===== src/rtl/instr_encoder_loader_pkg.sv =====
`default_nettype none
// ============================================================================
// Module : instr_encoder_loader_pkg
// Brief  : Opcodes, instruction field positions, loader FSM encoding and the
//          field-to-word encoder. The ID stage imports the same package, so
//          the encoder and the decoder always agree on the word layout.
// Rev    : 1.0 - initial release
// ============================================================================
package instr_encoder_loader_pkg;

    localparam int WORD_W = 16;

    // Opcodes
    localparam logic [3:0] OP_MOV = 4'd0;
    localparam logic [3:0] OP_LW  = 4'd1;
    localparam logic [3:0] OP_J   = 4'd2;
    localparam logic [3:0] OP_BEQ = 4'd3;
    localparam logic [3:0] OP_BLT = 4'd4;

    // Field bit positions inside the 16-bit instruction word
    localparam int OP_LSB  = 0;
    localparam int OP_MSB  = 3;
    localparam int SRC_LSB = 4;
    localparam int SRC_MSB = 8;
    localparam int DST_LSB = 9;
    localparam int DST_MSB = 13;
    localparam int IMM_LSB = 4;
    localparam int IMM_MSB = 15;

    // Loader session state
    typedef enum logic [1:0] {
        ST_IDLE  = 2'b00,
        ST_LOAD  = 2'b01,
        ST_DRAIN = 2'b10
    } load_state_t;

    // Register-form ops carry src/dst, control-flow ops carry imm; anything
    // else keeps only its opcode so the decoder can still see what arrived.
    function automatic logic [WORD_W-1:0] encode_instr(
        input logic [3:0]  op,
        input logic [4:0]  src,
        input logic [4:0]  dst,
        input logic [11:0] imm
    );
        logic [WORD_W-1:0] w_word;
        w_word                 = '0;
        w_word[OP_MSB:OP_LSB]  = op;
        case (op)
            OP_MOV, OP_LW: begin
                w_word[SRC_MSB:SRC_LSB] = src;
                w_word[DST_MSB:DST_LSB] = dst;
            end
            OP_J, OP_BEQ, OP_BLT: begin
                w_word[IMM_MSB:IMM_LSB] = imm;
            end
            default: ;
        endcase
        return w_word;
    endfunction

    function automatic logic is_legal_op(input logic [3:0] op);
        return (op <= OP_BLT);
    endfunction

endpackage
`default_nettype wire


===== src/rtl/instr_encoder_loader_sync_fifo.sv =====
`default_nettype none
// ============================================================================
// Module : instr_encoder_loader_sync_fifo
// Brief  : Single-clock FIFO holding encoded words plus their last flag.
//          DEPTH must be a power of two so the pointers wrap naturally.
//          A push while full is honoured when a pop happens in the same cycle.
// Rev    : 1.0 - initial release
// ============================================================================
module instr_encoder_loader_sync_fifo #(
    parameter int DEPTH = 4,
    parameter int WIDTH = 17
) (
    input  logic             i_clk,
    input  logic             i_rst_n,
    input  logic             i_push,
    input  logic [WIDTH-1:0] i_wdata,
    input  logic             i_pop,
    output logic [WIDTH-1:0] o_rdata,
    output logic             o_empty,
    output logic             o_full
);
    localparam int             PTR_W   = (DEPTH > 1) ? $clog2(DEPTH) : 1;
    localparam logic [PTR_W:0] C_DEPTH = (PTR_W + 1)'(DEPTH);

    logic [WIDTH-1:0] r_mem [DEPTH];
    logic [PTR_W-1:0] r_wr_ptr;
    logic [PTR_W-1:0] r_rd_ptr;
    logic [PTR_W:0]   r_count;
    logic             w_do_push;
    logic             w_do_pop;

    assign o_empty   = (r_count == '0);
    assign o_full    = (r_count == C_DEPTH);
    assign w_do_pop  = i_pop && !o_empty;
    assign w_do_push = i_push && (!o_full || w_do_pop);
    assign o_rdata   = r_mem[r_rd_ptr];

    // Storage array; contents are only meaningful where r_count says so
    always_ff @(posedge i_clk) begin
        if (w_do_push) begin
            r_mem[r_wr_ptr] <= i_wdata;
        end
    end

    // Pointers and occupancy; reset flushes the FIFO
    always_ff @(posedge i_clk or negedge i_rst_n) begin
        if (!i_rst_n) begin
            r_wr_ptr <= '0;
            r_rd_ptr <= '0;
            r_count  <= '0;
        end else begin
            if (w_do_push) begin
                r_wr_ptr <= r_wr_ptr + 1'b1;
            end
            if (w_do_pop) begin
                r_rd_ptr <= r_rd_ptr + 1'b1;
            end
            case ({w_do_push, w_do_pop})
                2'b10:   r_count <= r_count + 1'b1;
                2'b01:   r_count <= r_count - 1'b1;
                default: ;
            endcase
        end
    end

endmodule
`default_nettype wire


===== src/rtl/instr_encoder_loader.sv =====
`default_nettype none
// ============================================================================
// Module : instr_encoder_loader
// Brief  : Encodes op/src/dst/imm fields into 16-bit instruction words and
//          streams them into instruction RAM from a captured base address.
//          Optional macro ILLEGAL_OP_TRAP_EN: opcodes above BLT are accepted
//          but dropped, and raise a sticky o_err until reset.
// Rev    : 1.0 - initial release
// ============================================================================
module instr_encoder_loader
    import instr_encoder_loader_pkg::*;
#(
    parameter int AW    = 8,
    parameter int DEPTH = 4
) (
    input  logic              i_clk,
    input  logic              i_rst_n,
    input  logic              i_start,
    input  logic [AW-1:0]     i_base,
    input  logic              i_valid,
    output logic              o_ready,
    input  logic [3:0]        i_op,
    input  logic [4:0]        i_src,
    input  logic [4:0]        i_dst,
    input  logic [11:0]       i_imm,
    input  logic              i_last,
    input  logic              i_mem_ready,
    output logic              o_we,
    output logic [AW-1:0]     o_waddr,
    output logic [WORD_W-1:0] o_wdata,
    output logic              o_busy,
    output logic              o_done,
    output logic              o_err
);
    localparam int ENTRY_W = WORD_W + 1;

    load_state_t         r_state;
    load_state_t         w_next_state;
    logic [AW-1:0]       r_addr;
    logic                r_fin;
    logic                r_done;
    logic                w_accept;
    logic                w_drop;
    logic                w_push;
    logic                w_retire;
    logic                w_fifo_empty;
    logic                w_fifo_full;
    logic                w_head_last;
    logic [WORD_W-1:0]   w_enc_word;
    logic [WORD_W-1:0]   w_head_word;
    logic [ENTRY_W-1:0]  w_head_entry;

    assign w_enc_word = encode_instr(i_op, i_src, i_dst, i_imm);
    assign o_ready    = (r_state == ST_LOAD) && !w_fifo_full;
    assign w_accept   = i_valid && o_ready;

`ifdef ILLEGAL_OP_TRAP_EN
    logic r_err;
    assign w_drop = !is_legal_op(i_op);
    assign o_err  = r_err;

    // Sticky illegal-opcode flag, cleared only by reset
    always_ff @(posedge i_clk or negedge i_rst_n) begin
        if (!i_rst_n) begin
            r_err <= 1'b0;
        end else if (w_accept && w_drop) begin
            r_err <= 1'b1;
        end
    end
`else
    assign w_drop = 1'b0;
    assign o_err  = 1'b0;
`endif

    assign w_push   = w_accept && !w_drop;
    assign o_we     = !w_fifo_empty && (r_state != ST_IDLE);
    assign w_retire = o_we && i_mem_ready;

    assign {w_head_last, w_head_word} = w_head_entry;
    // Word is zero when nothing is offered; otherwise the FIFO head, which
    // stays put until the memory takes it.
    assign o_wdata = o_we ? w_head_word : '0;
    assign o_waddr = r_addr;
    assign o_busy  = (r_state != ST_IDLE);
    assign o_done  = r_done;

    instr_encoder_loader_sync_fifo #(
        .DEPTH (DEPTH),
        .WIDTH (ENTRY_W)
    ) u_fifo (
        .i_clk   (i_clk),
        .i_rst_n (i_rst_n),
        .i_push  (w_push),
        .i_wdata ({i_last, w_enc_word}),
        .i_pop   (w_retire),
        .o_rdata (w_head_entry),
        .o_empty (w_fifo_empty),
        .o_full  (w_fifo_full)
    );

    // Session state register
    always_ff @(posedge i_clk or negedge i_rst_n) begin
        if (!i_rst_n) begin
            r_state <= ST_IDLE;
        end else begin
            r_state <= w_next_state;
        end
    end

    // Session sequencing: start opens, accepted last closes input, drain ends
    always_comb begin
        w_next_state = r_state;
        case (r_state)
            ST_IDLE:  if (i_start)                    w_next_state = ST_LOAD;
            ST_LOAD:  if (w_accept && i_last)         w_next_state = ST_DRAIN;
            ST_DRAIN: if (w_fifo_empty && r_fin)      w_next_state = ST_IDLE;
            default:                                  w_next_state = ST_IDLE;
        endcase
    end

    // Write address, end-of-session tracking and the done pulse
    always_ff @(posedge i_clk or negedge i_rst_n) begin
        if (!i_rst_n) begin
            r_addr <= '0;
            r_fin  <= 1'b0;
            r_done <= 1'b0;
        end else begin
            r_done <= (r_state == ST_DRAIN) && (w_next_state == ST_IDLE);
            if ((r_state == ST_IDLE) && i_start) begin
                r_addr <= i_base;
                r_fin  <= 1'b0;
            end else begin
                if (w_retire) begin
                    r_addr <= r_addr + 1'b1;
                end
                // A dropped last word still closes the session
                if ((w_retire && w_head_last) || (w_accept && i_last && w_drop)) begin
                    r_fin <= 1'b1;
                end
            end
        end
    end

endmodule
`default_nettype wire

===== config.mk =====
export PLATFORM = sky130hd
export DESIGN_NAME = instr_encoder_loader
export DESIGN_NICKNAME = d
export VERILOG_FILES = /design/src/rtl/instr_encoder_loader_pkg.sv /design/src/rtl/instr_encoder_loader_sync_fifo.sv /design/src/rtl/instr_encoder_loader.sv
export SDC_FILE = /design/constraint.sdc
export NUM_CORES = 1
export LEC_CHECK = 0
export ABC_AREA = 1
export BUFFER_PORTS_ARGS = -buffer_cell sky130_fd_sc_hd__buf_2
export CORE_ASPECT_RATIO = 0.5
export CORE_MARGIN = 5
export CORE_UTILIZATION = 60
export DETAILED_ROUTE_END_ITERATION = 10
export GPL_TIMING_DRIVEN = 1
export PLACE_DENSITY = 0.9
export RECOVER_POWER = 100
export SYNTH_ARGS = -nofsm -noshare
export SYNTH_HDL_FRONTEND = slang
export SYNTH_SLANG_ARGS = --single-unit

===== constraint.sdc =====
create_clock -name i_clk -period 3 [get_ports i_clk]
set_input_delay 0.3 -clock i_clk [delete_from_list [all_inputs] [get_ports i_clk]]
set_output_delay 0.3 -clock i_clk [all_outputs]
set_load 0.005 [all_outputs]

==> impl_metrics.tcl <==
set metrics [dict create \
    slew_violations 0 \
    setup_violations 0 \
    ys_ff_latch 87 \
    antenna_found_initial 1 \
    root_buffer "clkbuf_16" \
    grt-ovfl-total 0 \
    crit_type "reg -> out" \
    dpl.hpwl_um 5680 \
    syn-num-nets 441 \
    syn2layout_area_growth_pct 15.9 \
    nets 512 \
    relSlewSlack_pct 25.3 \
    path_buf_inv 2 \
    cts_resized 0 \
    cp_top_family "buffers and inverters" \
    seq_area_frac_synth_pct 63.0 \
    hold-path-cell-count 5 \
    post-route-period-util_pct 80.7 \
    grt_use_total_pct 23.0 \
    status "complete, no violations" \
    cts_buffer_depth 2 \
    synthCells 394 \
    drtAntennaViolNets 0 \
    critPathMaxFanout 36 \
    drt_wl_total_um 8960 \
    avgRoutedWirePerCell_um 15.9 \
    synth_area_um2 4000 \
    clk_latency_ns 0.33 \
    rows 21 \
    worst_r2r_startpoint "r_state[1]" \
    cts.sinks 87 \
    crit_chain "inv_1 > o21ai_0 > a21oi_1 > clkbuf_1" \
    synth-edff-count 68 \
    leakagePower_uw 0.00190 \
    viasPerCell 5.52 \
    irDropWorstVdd_v 0.000556 \
    r2r_end "u_fifo.r_mem[3][2]" \
    io_buffers 67 \
    yosysWarnings 0 \
    multiInputGateArea_um2 1250 \
    core_area_um2 6570 \
    crit_path_start_kind "register" \
    fin_crit_ns 2.42 \
    start_util_pct 60.8 \
    grt_pass1_vias 3183 \
    tightest_slew_ns 1.12 \
    r2r_slack_ns 0.66 \
    htreeDepth 3 \
    rsz0062_at_grt "no" \
    setup_tns_ns 0 \
    die-area_um2 8490 \
    min_path_type "in -> reg" \
    power_density_nw_per_um2 984 \
    numCtsBuffers 9 \
    final_common_cell "nor2_1" \
    cts_tree "yes" \
    final_cell_count_no_fill 563 \
    grt_first_pass_wirelength_um 14800 \
    rr_worst_depth 4 \
    worstHoldStart "i_base[1]" \
    drt_first_iter_violations 257 \
    grt_max_degree 37 \
    ios 69 \
    clk_pin_slew_ns 0.06 \
    nFillCells 498 \
    avgSynthCellArea_um2 10.1 \
    slowest_stage "inv_1" \
    die_height_um 67.7 \
    via_count 3107 \
    drive_above_1_share_pct 13.0 \
    seq_area_um2 2520 \
    endpoint_kind "output pin" \
    required_ns 2.70 \
    cpPeakStageDelay_ns 0.73 \
    dp.cells 545 \
    drc 0 \
    drv_cap 0 \
    max_freq_ghz 0.413 \
    dr.pass1.iters 4 \
    clock_skew_ns 0.00513 \
    async_reset_ff_share_pct 21.8 \
    synthFlopType "edfxtp_1" \
    die_w_um 125 \
    worstHoldEndpoint "o_waddr[1]" \
    final_cell_mix "85 x nor2_1, 68 x edfxtp_1, 60 x nand2_1, 38 x o21ai_0, 37 x buf_2" \
    worstPathArrival_ns 2.12 \
    finalHoldViolCount 0 \
    yosysUniqueCellTypes 31 \
    place_congestion 0.853 \
]
-- flip-flops by register name, indices dropped and copies added (netlist names) --
register         cells
u_fifo.r_mem        68
o_done               1
r_state              2
u_fifo.r_wr_ptr      2
u_fifo.r_count       3
o_waddr              8
u_fifo.r_rd_ptr      2
r_fin                1
-- repair_timing --
| item | CTS | global route |
|---|---|---|
| hold endpoints to repair | 19 | 0 |
| hold buffers | 1 | 0 |
| setup buffers | 0 | 0 |
-- report_power, final --
part | switching (uW) | internal [uW]
sequential | 150 | 1580
clock | 440 | 646
combinational | 1160 | 592
-- layout make-up --
| cell class | count | share of cell area (%) |
|---|---|---|
| sequential | 87 | 54.3 |
| multi-input combinational | 264 | 26.9 |
| antenna | 1 | 0.0540 |
| inverter | 28 | 2.27 |
| clock buffer | 9 | 4.86 |
| timing repair buffer | 75 | 7.51 |
| tap | 92 | 2.49 |
| clock inverter | 7 | 1.57 |
-- logic make-up after synthesis --
family / synth area share, %
other cells: 0.0939
fa+ha+maj: 2.38
flops: 63.0
compound gates: 8.42
mux: 0.282
xor+xnor: 1.10
buf+inv: 4.89
simple gates: 19.8
-- per-layer routing --
layer	GRT usage, %	up-vias	share of wire (%)
met5	0	-	0
met4	12.0	0	2.9
met3	7.66	23	9.3
met2	41.0	168	49
met1	25.4	1448	39
li1	-	1468	-
-- how the worst max path moves through the flow --
stage,from,endpoint,slack [ns],cells after the start
after global routing,u_fifo.r_rd_ptr[0],o_wdata[2],0.39,4
after global placement,u_fifo.r_count[1],u_fifo.r_count[2],0.98,9
final,u_fifo.r_rd_ptr[0],o_wdata[7],0.58,4
after detailed placement,u_fifo.r_count[1],u_fifo.r_count[2],0.90,9
after floorplan,u_fifo.r_count[1],u_fifo.r_count[2],1.07,9
after CTS,u_fifo.r_count[1],u_fifo.r_count[2],0.90,9
-- tightest hold or removal path, stage by stage --
cell and delay (ns):
buf_2 0.07, nand2_1 0.04, nand2_1 0.05, nand2_1 0.04, nand2_1 0.05
-- Yosys cell counts (2+ instances only) --
cell type	instances	area [um2]
edfxtp_1	68	2040
ha_1	6	75.1
dfrtp_1	19	475
o21ai_1	5	25.0
o21ai_0	36	180
nand3_4	2	35.0
buf_2	7	35.0
nand2_1	57	214
nor2_1	84	315
or2_0	2	12.5
nand3_1	31	155
clkbuf_2	2	10.0
inv_1	23	86.3
xor2_1	4	35.0
buf_4	6	45.0
inv_2	4	15.0
nand2_2	2	12.5
a21oi_1	23	115
-- through the flow --
step	power, uW	instance area [um2]	util [%]	worst slack (ns)	hold slack [ns]
after floorplan	2970	4000	-	1.07	0.00441
after global placement	3490	4410	67.1	0.983	0.259
after detailed placement	3580	4410	67.1	0.897	0.259
after CTS	4680	4720	71.8	0.903	0.208
after global routing	4910	4630	70.5	0.388	0.266
final	4560	4630	70.5	0.578	0.261
No activity file was read; power rests on OpenSTA's default activity.
